$ cat src/rtl/l2_tlb_fill_queue.sv
// Fill queue between the PTW refill ports and the single L2 TLB write port.
// Refills are deduplicated against live entries and drained whenever the SRAM port is free.
package l2_tlb_fill_pkg;
  typedef struct packed {
    logic        valid;
    logic        is_2M;
    logic        is_1G;
    logic [26:0] vpn;
    logic [15:0] asid;
    logic [3:0]  napot_bits;
    logic [63:0] content;
  } tlb_update_t;
endpackage

module l2_tlb_fill_queue
  import l2_tlb_fill_pkg::*;
#(
  parameter int unsigned DEPTH      = 4,
  parameter int unsigned ASID_WIDTH = 1
) (
  input  logic                       clk_i,
  input  logic                       rst_ni,
  input  logic                       flush_i,
  input  tlb_update_t                ptw_itlb_update_i,
  input  tlb_update_t                ptw_dtlb_update_i,
  input  logic                       l2_busy_i,
  output tlb_update_t                l2_update_o,
  output logic [$clog2(DEPTH+1)-1:0] count_o,
  output logic                       drop_o
);

  localparam int unsigned PW = (DEPTH > 1) ? $clog2(DEPTH) : 1;
  localparam int unsigned CW = $clog2(DEPTH + 1);

  tlb_update_t          mem_q [DEPTH];
  logic [DEPTH-1:0]     vld_q, vld_d;
  logic [PW-1:0]        rptr_q, rptr_d, wptr_q, wptr_d;
  logic [CW-1:0]        count_q, count_d;

  logic                 empty, pop;
  logic                 itlb_dup, dtlb_dup;
  logic                 itlb_want, dtlb_want, itlb_push, dtlb_push;
  logic [CW:0]          free;
  logic [PW-1:0]        dtlb_slot;

  function automatic logic same_xlat(tlb_update_t a, tlb_update_t b);
    return (a.vpn == b.vpn) &&
           (a.asid[ASID_WIDTH-1:0] == b.asid[ASID_WIDTH-1:0]) &&
           (a.is_2M == b.is_2M) && (a.is_1G == b.is_1G);
  endfunction

  always_comb begin
    empty = (count_q == '0);
    pop   = !flush_i && !empty && !l2_busy_i;

    // The entry leaving this cycle no longer shadows an identical refill.
    itlb_dup = 1'b0;
    dtlb_dup = ptw_itlb_update_i.valid && same_xlat(ptw_itlb_update_i, ptw_dtlb_update_i);
    for (int i = 0; i < DEPTH; i++) begin
      if (vld_q[i] && !(pop && (PW'(i) == rptr_q))) begin
        if (same_xlat(mem_q[i], ptw_itlb_update_i)) itlb_dup = 1'b1;
        if (same_xlat(mem_q[i], ptw_dtlb_update_i)) dtlb_dup = 1'b1;
      end
    end

    free      = (CW+1)'(DEPTH) - {1'b0, count_q} + (CW+1)'(pop);
    itlb_want = ptw_itlb_update_i.valid && !itlb_dup && !flush_i;
    dtlb_want = ptw_dtlb_update_i.valid && !dtlb_dup && !flush_i;
    itlb_push = itlb_want && (free != '0);
    dtlb_push = dtlb_want && (free > (CW+1)'(itlb_push));
    drop_o    = (itlb_want && !itlb_push) || (dtlb_want && !dtlb_push);
    dtlb_slot = wptr_q + PW'(itlb_push);
  end

  always_comb begin
    vld_d   = vld_q;
    rptr_d  = rptr_q;
    wptr_d  = wptr_q;
    count_d = count_q;
    if (flush_i) begin
      vld_d   = '0;
      rptr_d  = '0;
      wptr_d  = '0;
      count_d = '0;
    end else begin
      // Pop before push: when full, the freed slot is the one being written.
      if (pop) begin
        vld_d[rptr_q] = 1'b0;
        rptr_d        = rptr_q + PW'(1);
      end
      if (itlb_push) vld_d[wptr_q]    = 1'b1;
      if (dtlb_push) vld_d[dtlb_slot] = 1'b1;
      wptr_d  = wptr_q + PW'(itlb_push) + PW'(dtlb_push);
      count_d = count_q + CW'(itlb_push) + CW'(dtlb_push) - CW'(pop);
    end
  end

  always_ff @(posedge clk_i or negedge rst_ni) begin
    if (!rst_ni) begin
      vld_q   <= '0;
      rptr_q  <= '0;
      wptr_q  <= '0;
      count_q <= '0;
    end else begin
      vld_q   <= vld_d;
      rptr_q  <= rptr_d;
      wptr_q  <= wptr_d;
      count_q <= count_d;
    end
  end

  // Payload storage needs no reset; occupancy is tracked by vld_q and count_q.
  always_ff @(posedge clk_i) begin
    if (itlb_push) mem_q[wptr_q]    <= ptw_itlb_update_i;
    if (dtlb_push) mem_q[dtlb_slot] <= ptw_dtlb_update_i;
  end

  always_comb begin
    l2_update_o = '0;
    if (!empty) begin
      l2_update_o       = mem_q[rptr_q];
      l2_update_o.valid = 1'b1;
    end
  end

  assign count_o = count_q;

endmodule

$ cat config.mk
export PLATFORM = sky130hd
export DESIGN_NAME = l2_tlb_fill_queue
export DESIGN_NICKNAME = d
export VERILOG_FILES = /design/src/rtl/l2_tlb_fill_queue.sv
export SDC_FILE = /design/constraint.sdc
export NUM_CORES = 1
export LEC_CHECK = 0
export BUFFER_PORTS_ARGS = -buffer_cell sky130_fd_sc_hd__buf_2
export CAP_MARGIN = 20
export CORE_MARGIN = 3
export CORE_UTILIZATION = 48
export CTS_BUF_LIST = sky130_fd_sc_hd__clkbuf_8 sky130_fd_sc_hd__clkbuf_16
export DETAILED_ROUTE_END_ITERATION = 8
export GPL_TIMING_DRIVEN = 0
export HOLD_SLACK_MARGIN = 0.12
export PLACE_DENSITY = 0.68
export SYNTH_ARGS = -nofsm -noshare
export SYNTH_HDL_FRONTEND = slang
export SYNTH_SLANG_ARGS = --single-unit
$ cat constraint.sdc
create_clock -name clk_i -period 10.4 [get_ports clk_i]
set_clock_uncertainty 0.15 [all_clocks]
set_input_delay 1.56 -clock clk_i [delete_from_list [all_inputs] [get_ports clk_i]]
set_output_delay 1.56 -clock clk_i [all_outputs]
set_load 0.01 [all_outputs]
## Word level (Yosys, flattened, before mapping)

Memories as Yosys holds them, arrays and structs flattened.
Cells that the tools add are included.

| word-level totals | value |
|---|---|
| flip-flop bits (word level) | 11 |
| latch bits | 0 |
| RAM bits | 456 |
| ROM bits | 0 |
| input port bits | 232 |
| output and inout bits | 118 |
| memories | 1 |

| cells by class | value |
|---|---|
| add/subtract/negate cells | 8 |
| multiply operators | 0 |
| div/mod/pow operators | 0 |
| $lt $le $gt $ge | 7 |
| eq/ne operators | 39 |
| shift-type cells | 0 |
| multiplexer cells | 37 |
| bitwise logic cells | 4 |
| reduce and logical (&&, ||, !) cells | 65 |

Memories:

| name | depth | width | rd ports | clocked after memory_dff | wr ports | line | RTL |
|---|---|---|---|---|---|---|---|
| mem_q | 4 | 114 | 5 | 0 | 2 | 35 | `tlb_update_t mem_q [DEPTH];` |

Operators by type and width:

| cell | count |
|---|---|
| $eq A27 B27 Y1 | 9 |
| $mux W114 | 1 |
| $logic_and A1 B1 Y1 | 49 |
| $eq A1 B1 Y1 | 27 |
| $mux W4 | 6 |
| $mux W1 | 23 |
| $logic_not A1 Y1 | 11 |
| $lt A2 B3 Y1 const B | 3 |
| $or A4 B4 Y4 | 2 |
| $add A3 B1 Y3 | 2 |
| $demux W1 S2 | 3 |
| $ge A2 B1 Y1 const B | 3 |
| $mux W2 | 3 |
| $add A2 B1 Y2 | 2 |
| $add A4 B1 Y4 | 1 |
| $and A4 B4 Y4 | 1 |
| $eq A2 B2 Y1 const A | 2 |
| $gt A4 B1 Y1 | 1 |
| $not A4 Y4 | 1 |
| $reduce_bool A4 Y1 | 1 |
| $sub A3 B3 Y4 const A | 1 |
| $logic_not A3 Y1 | 1 |
| $mux W3 | 1 |
| $sub A3 B1 Y3 | 1 |
| 5 further kinds | 5 |

## Logic depth before layout (Yosys ltp)

| logic depth | value |
|---|---|
| depth in word-level cells | 26 |
| depth in mapped cells | 19 |
| depth with buffers taken out | 18 |

## Worst setup path after synthesis

OpenSTA, ideal clock, no wires.

| path | value |
|---|---|
| path kind | input port to flip-flop |
| from | in flush_i |
| to | mem mem_q[3][0] in the netlist's numbering, enable pin |
| data arrival time | 6,982 ps |
| required time | 9,774 ps |
| slack | 2,792 ps |
| cell stages on the path | 14 |
| path buffers | 3 |
| cell sequence | or3_1 buf_2 o21ai_0 o311ai_0 nor4_1 nand2_1 inv_1 ha_1 o21ai_1 and3_1 nand3_2 buf_4 buf_4 nand2_1 |

RTL lines:

| item | line | RTL |
|---|---|---|
| start: declaration | 23 | `input logic flush_i,` |
| end: declaration | 35 |  |

==> insert_results.sql <==
INSERT INTO impl_metrics (metric_group, metric, value, unit) VALUES
('final_layout', 'sequential_cell_area', '0.0138', 'sq mm'),
('place', 'dp_hpwl', '56800', 'microns'),
('drt', 'drt-total-wl', '80700', 'microns'),
('clocking', 'clockBufferDepth', '3', ''),
('final_layout', 'final_core_utilization', '56.9', '%'),
('place', 'place_ws', '2.78', 'ns'),
('run', 'max_cap_viol_count', '0', ''),
('drt', 'vias', '16700', ''),
('timing', 'setup_viol', '0', ''),
('place', 'io_buffer_count', '289', ''),
('floorplan', 'die-height', '242', 'microns'),
('final_layout', 'synthToLayoutAreaGrowth', '16.1', '%'),
('logic_synthesis', 'synthesis.nets', '1983', ''),
('drt', 'vias_per_cell', '5.78', ''),
('final_layout', 'final_cell_mix', 'sky130_fd_sc_hd__edfxtp_1, sky130_fd_sc_hd__buf_2, sky130_fd_sc_hd__mux2_2', ''),
('pwr', 'share_seq_of_total_power', '37.3', '%'),
('timing', 'final_critical_path_time_including_i_o_delays_and_setup', '7.21', 'ns'),
('timing', 'fmax', '0.139', 'GHz'),
('logic_synthesis', 'yosys_register_bits', '463', ''),
('clocking', 'clk_root_buffer_cell', 'sky130_fd_sc_hd__clkbuf_16', ''),
('logic_synthesis', 'yosys_warnings', '0', ''),
('clocking', 'holdBufCountCts', '0', ''),
('timing', 'timing.final.max_slew_violations', '0', ''),
('final_layout', 'share_of_final_layout_standard_cells_stronger_than_drive_strength_1', '44.1', '%'),
('clocking', 'ctsHtreeMaxLevel', '2', ''),
('final_layout', 'layout.nets', '2337', ''),
('pwr', 'power_switching', '2.50', 'mW'),
('critical_path', 'worstSetupStartpointType', 'flop', ''),
('timing', 'slew_headroom', '25.8', '%'),
('floorplan', 'rows', '85', ''),
('timing', 'worst_pin_slew', '1.10', 'ns'),
('pwr', 'power_frac_comb', '38.7', '%'),
('logic_synthesis', 'synthCells', '1738', ''),
('drt', 'detailedRoute.firstPassIterationCount', '7', ''),
('timing', 'layout_worst_path_cycle_share', '69.3', '%'),
('grt', 'grt_antenna_before_repair', '32', ''),
('critical_path', 'worst-r2r-setup-slack', '3.19', 'ns'),
('floorplan', 'die_width', '242', 'microns'),
('logic_synthesis', 'synthesis.area', '0.0266', 'sq mm'),
('clocking', 'worst_setup_hold_path_clk_slew', '0.06', 'ns'),
('floorplan', 'core_region_area', '0.0543', 'sq mm'),
('clocking', 'worstSkewPairLatency', '0.61', 'ns'),
('clocking', 'clock_sink_count', '463', ''),
('logic_synthesis', 'synth_seq_area_share', '52.0', '%'),
('critical_path', 'cp_slowest_stage_delay', '0.88', 'ns'),
('logic_synthesis', 'yosys.cell_types.count', '40', ''),
('timing', 'hold_slack', '0.522', 'ns'),
('clocking', 'post-cts-setup-buffers', '0', ''),
('final_layout', 'multi_input_gate_area', '0.0120', 'sq mm'),
('critical_path', 'crit_chain', 'clkbuf_1 -> clkbuf_1 -> clkbuf_1 -> inv_1 -> ha_1 -> inv_1 -> o21ai_0 -> nor3_1 -> nor4_1 -> nand2_1 -> inv_1 -> ha_1 -> o21ai_1 -> nand4_2 -> buf_6 -> buf_4 -> nand2_4 -> buf_16 -> buf_12', ''),
('clocking', 'tritoncts_buffer_count', '52', ''),
('timing', 'layout_setup_ws', '3.19', 'ns'),
('place', 'placement.cell_area', '0.0292', 'sq mm'),
('critical_path', 'worst_path_cell_with_the_longest_stage_delay', 'sky130_fd_sc_hd__nor4_1', ''),
('final_layout', 'fillCellCount', '4450', ''),
('grt', 'gr-usage-all-layers', '27.3', '%'),
('critical_path', 'required_time_reported_for_the_critical_path_endpoint', '10.53', 'ns'),
('drt', 'detail_route.iter0.violations', '1240', ''),
('status', 'outcome', 'finished, final reports clean', ''),
('floorplan', 'total_i_o_pin_count', '350', ''),
('floorplan', 'dieArea', '0.0583', 'sq mm'),
('place', 'routabilityCongestion', '0.990', ''),
('grt', 'grt_first_pass_wirelength', '118000', 'microns'),
('timing', 'finalHoldViolations', '0', ''),
('pwr', 'worst_ir_drop_vdd', '0.130', 'mV'),
('drt', 'ant_nets', '0', ''),
('critical_path', 'crit_type', 'flop to flop', ''),
('pwr', 'power.density_cell_area', '232', 'mW/mm^2'),
('critical_path', 'critPathMaxFanout', '44', ''),
('grt', 'globalRoute.totalOverflow', '0', ''),
('timing', 'setup_total_negative_slack', '0', 'ns');
[cells in the mapped netlist (all sizes together)]
master,number,share of area (%)
mux2,452,20
nor2,12,0.17
nand3,4,0.094
o31ai,1,0.028
or3,2,0.047
edfxtp,452,51
nand4,30,0.78
xor2,233,7.7
or4,1,0.028
or2,1,0.024
nand2,8,0.11
a21oi,2,0.038
o311ai,1,0.033
ha,11,0.52
o211ai,1,0.028
clkbuf,26,0.37
o32a,1,0.038
inv,15,0.21
mux4,113,9.6
buf,123,2.6
o21ai,7,0.13
and3,2,0.047
and2,114,2.7
nor2b,2,0.047
nand4b,2,0.066
dfrtp,11,1.0
fa,2,0.15
nor3,10,0.23
nor4,55,1.3
xnor2,40,1.3
a31oi,4,0.094
[state kept, by name, summed over array words and instances (netlist names)]
register and flops:
count_o 3, vld_q 4, wptr_q 2, mem_q 452, rptr_q 2
[cell families after synthesis]
logic type,after synthesis,synth area share (%)
mux,565,29.2
fa+ha+maj,13,0.667
flops,463,52.0
simple gates,243,5.61
xor+xnor,273,8.98
compound gates,17,0.390
buf+inv,164,3.16
[stage by stage]
step	total power, mW	cells
after floorplan	4.40	1738
after global placement	5.51	2766
after detailed placement	5.50	2774
after CTS	7.23	2868
after global routing	7.52	2883
final	7.19	2892
[layout make-up]
cell class	instances	share of cell area (%)
Multi-Input combinational cell	1111	38.7
Antenna cell	21	0.170
Buffer	149	2.54
Tap cell	739	2.99
Sequential cell	463	44.8
Inverter	15	0.182
Clock buffer	54	4.30
Clock inverter	40	0.805
Timing Repair Buffer	300	5.51
[worst paths after layout]
path / startpoint / cells past startpoint / endpoint
min in group asynchronous: rst_ni / 1 / vld_q[2]
worst min-delay path: count_o[1] / 2 / count_o[1]
max in group asynchronous: rst_ni / 1 / vld_q[0]
worst max register to register: rptr_q[1] / 19 / mem_q[0][7]
worst max-delay path: rptr_q[1] / 19 / mem_q[0][7]
worst min register to register: count_o[1] / 2 / count_o[1]
[worst max-delay path, delay by kind of cell, from the launching register on]
kind	cells	cell delay, ns
adders and majority gates	2	0.40
buffers and inverters	10	2.83
AOI/OAI and AO/OA	2	0.81
and+or+nand+nor	5	2.20
DFF	1	0.40
[routing by layer]
metal	track usage (%)	vias up	wire length, microns
met3	6.97	147	6110
li1	-	7387	-
met1	35.2	8560	32400
met2	44.6	602	39200
met5	0	-	157
met4	10.1	26	2810
[power by group through the flow]
stage / sequential, mW / clock (mW) / combinational, mW
2_1_floorplan: 2.72 / 0 / 1.68
3_3_place_gp: 2.81 / 0 / 2.70
3_5_place_dp: 2.71 / 0 / 2.78
4_1_cts: 2.68 / 1.76 / 2.80
5_1_grt: 2.71 / 1.83 / 2.98
6_report: 2.68 / 1.73 / 2.78
No activity file was read; power rests on OpenSTA's default activity.
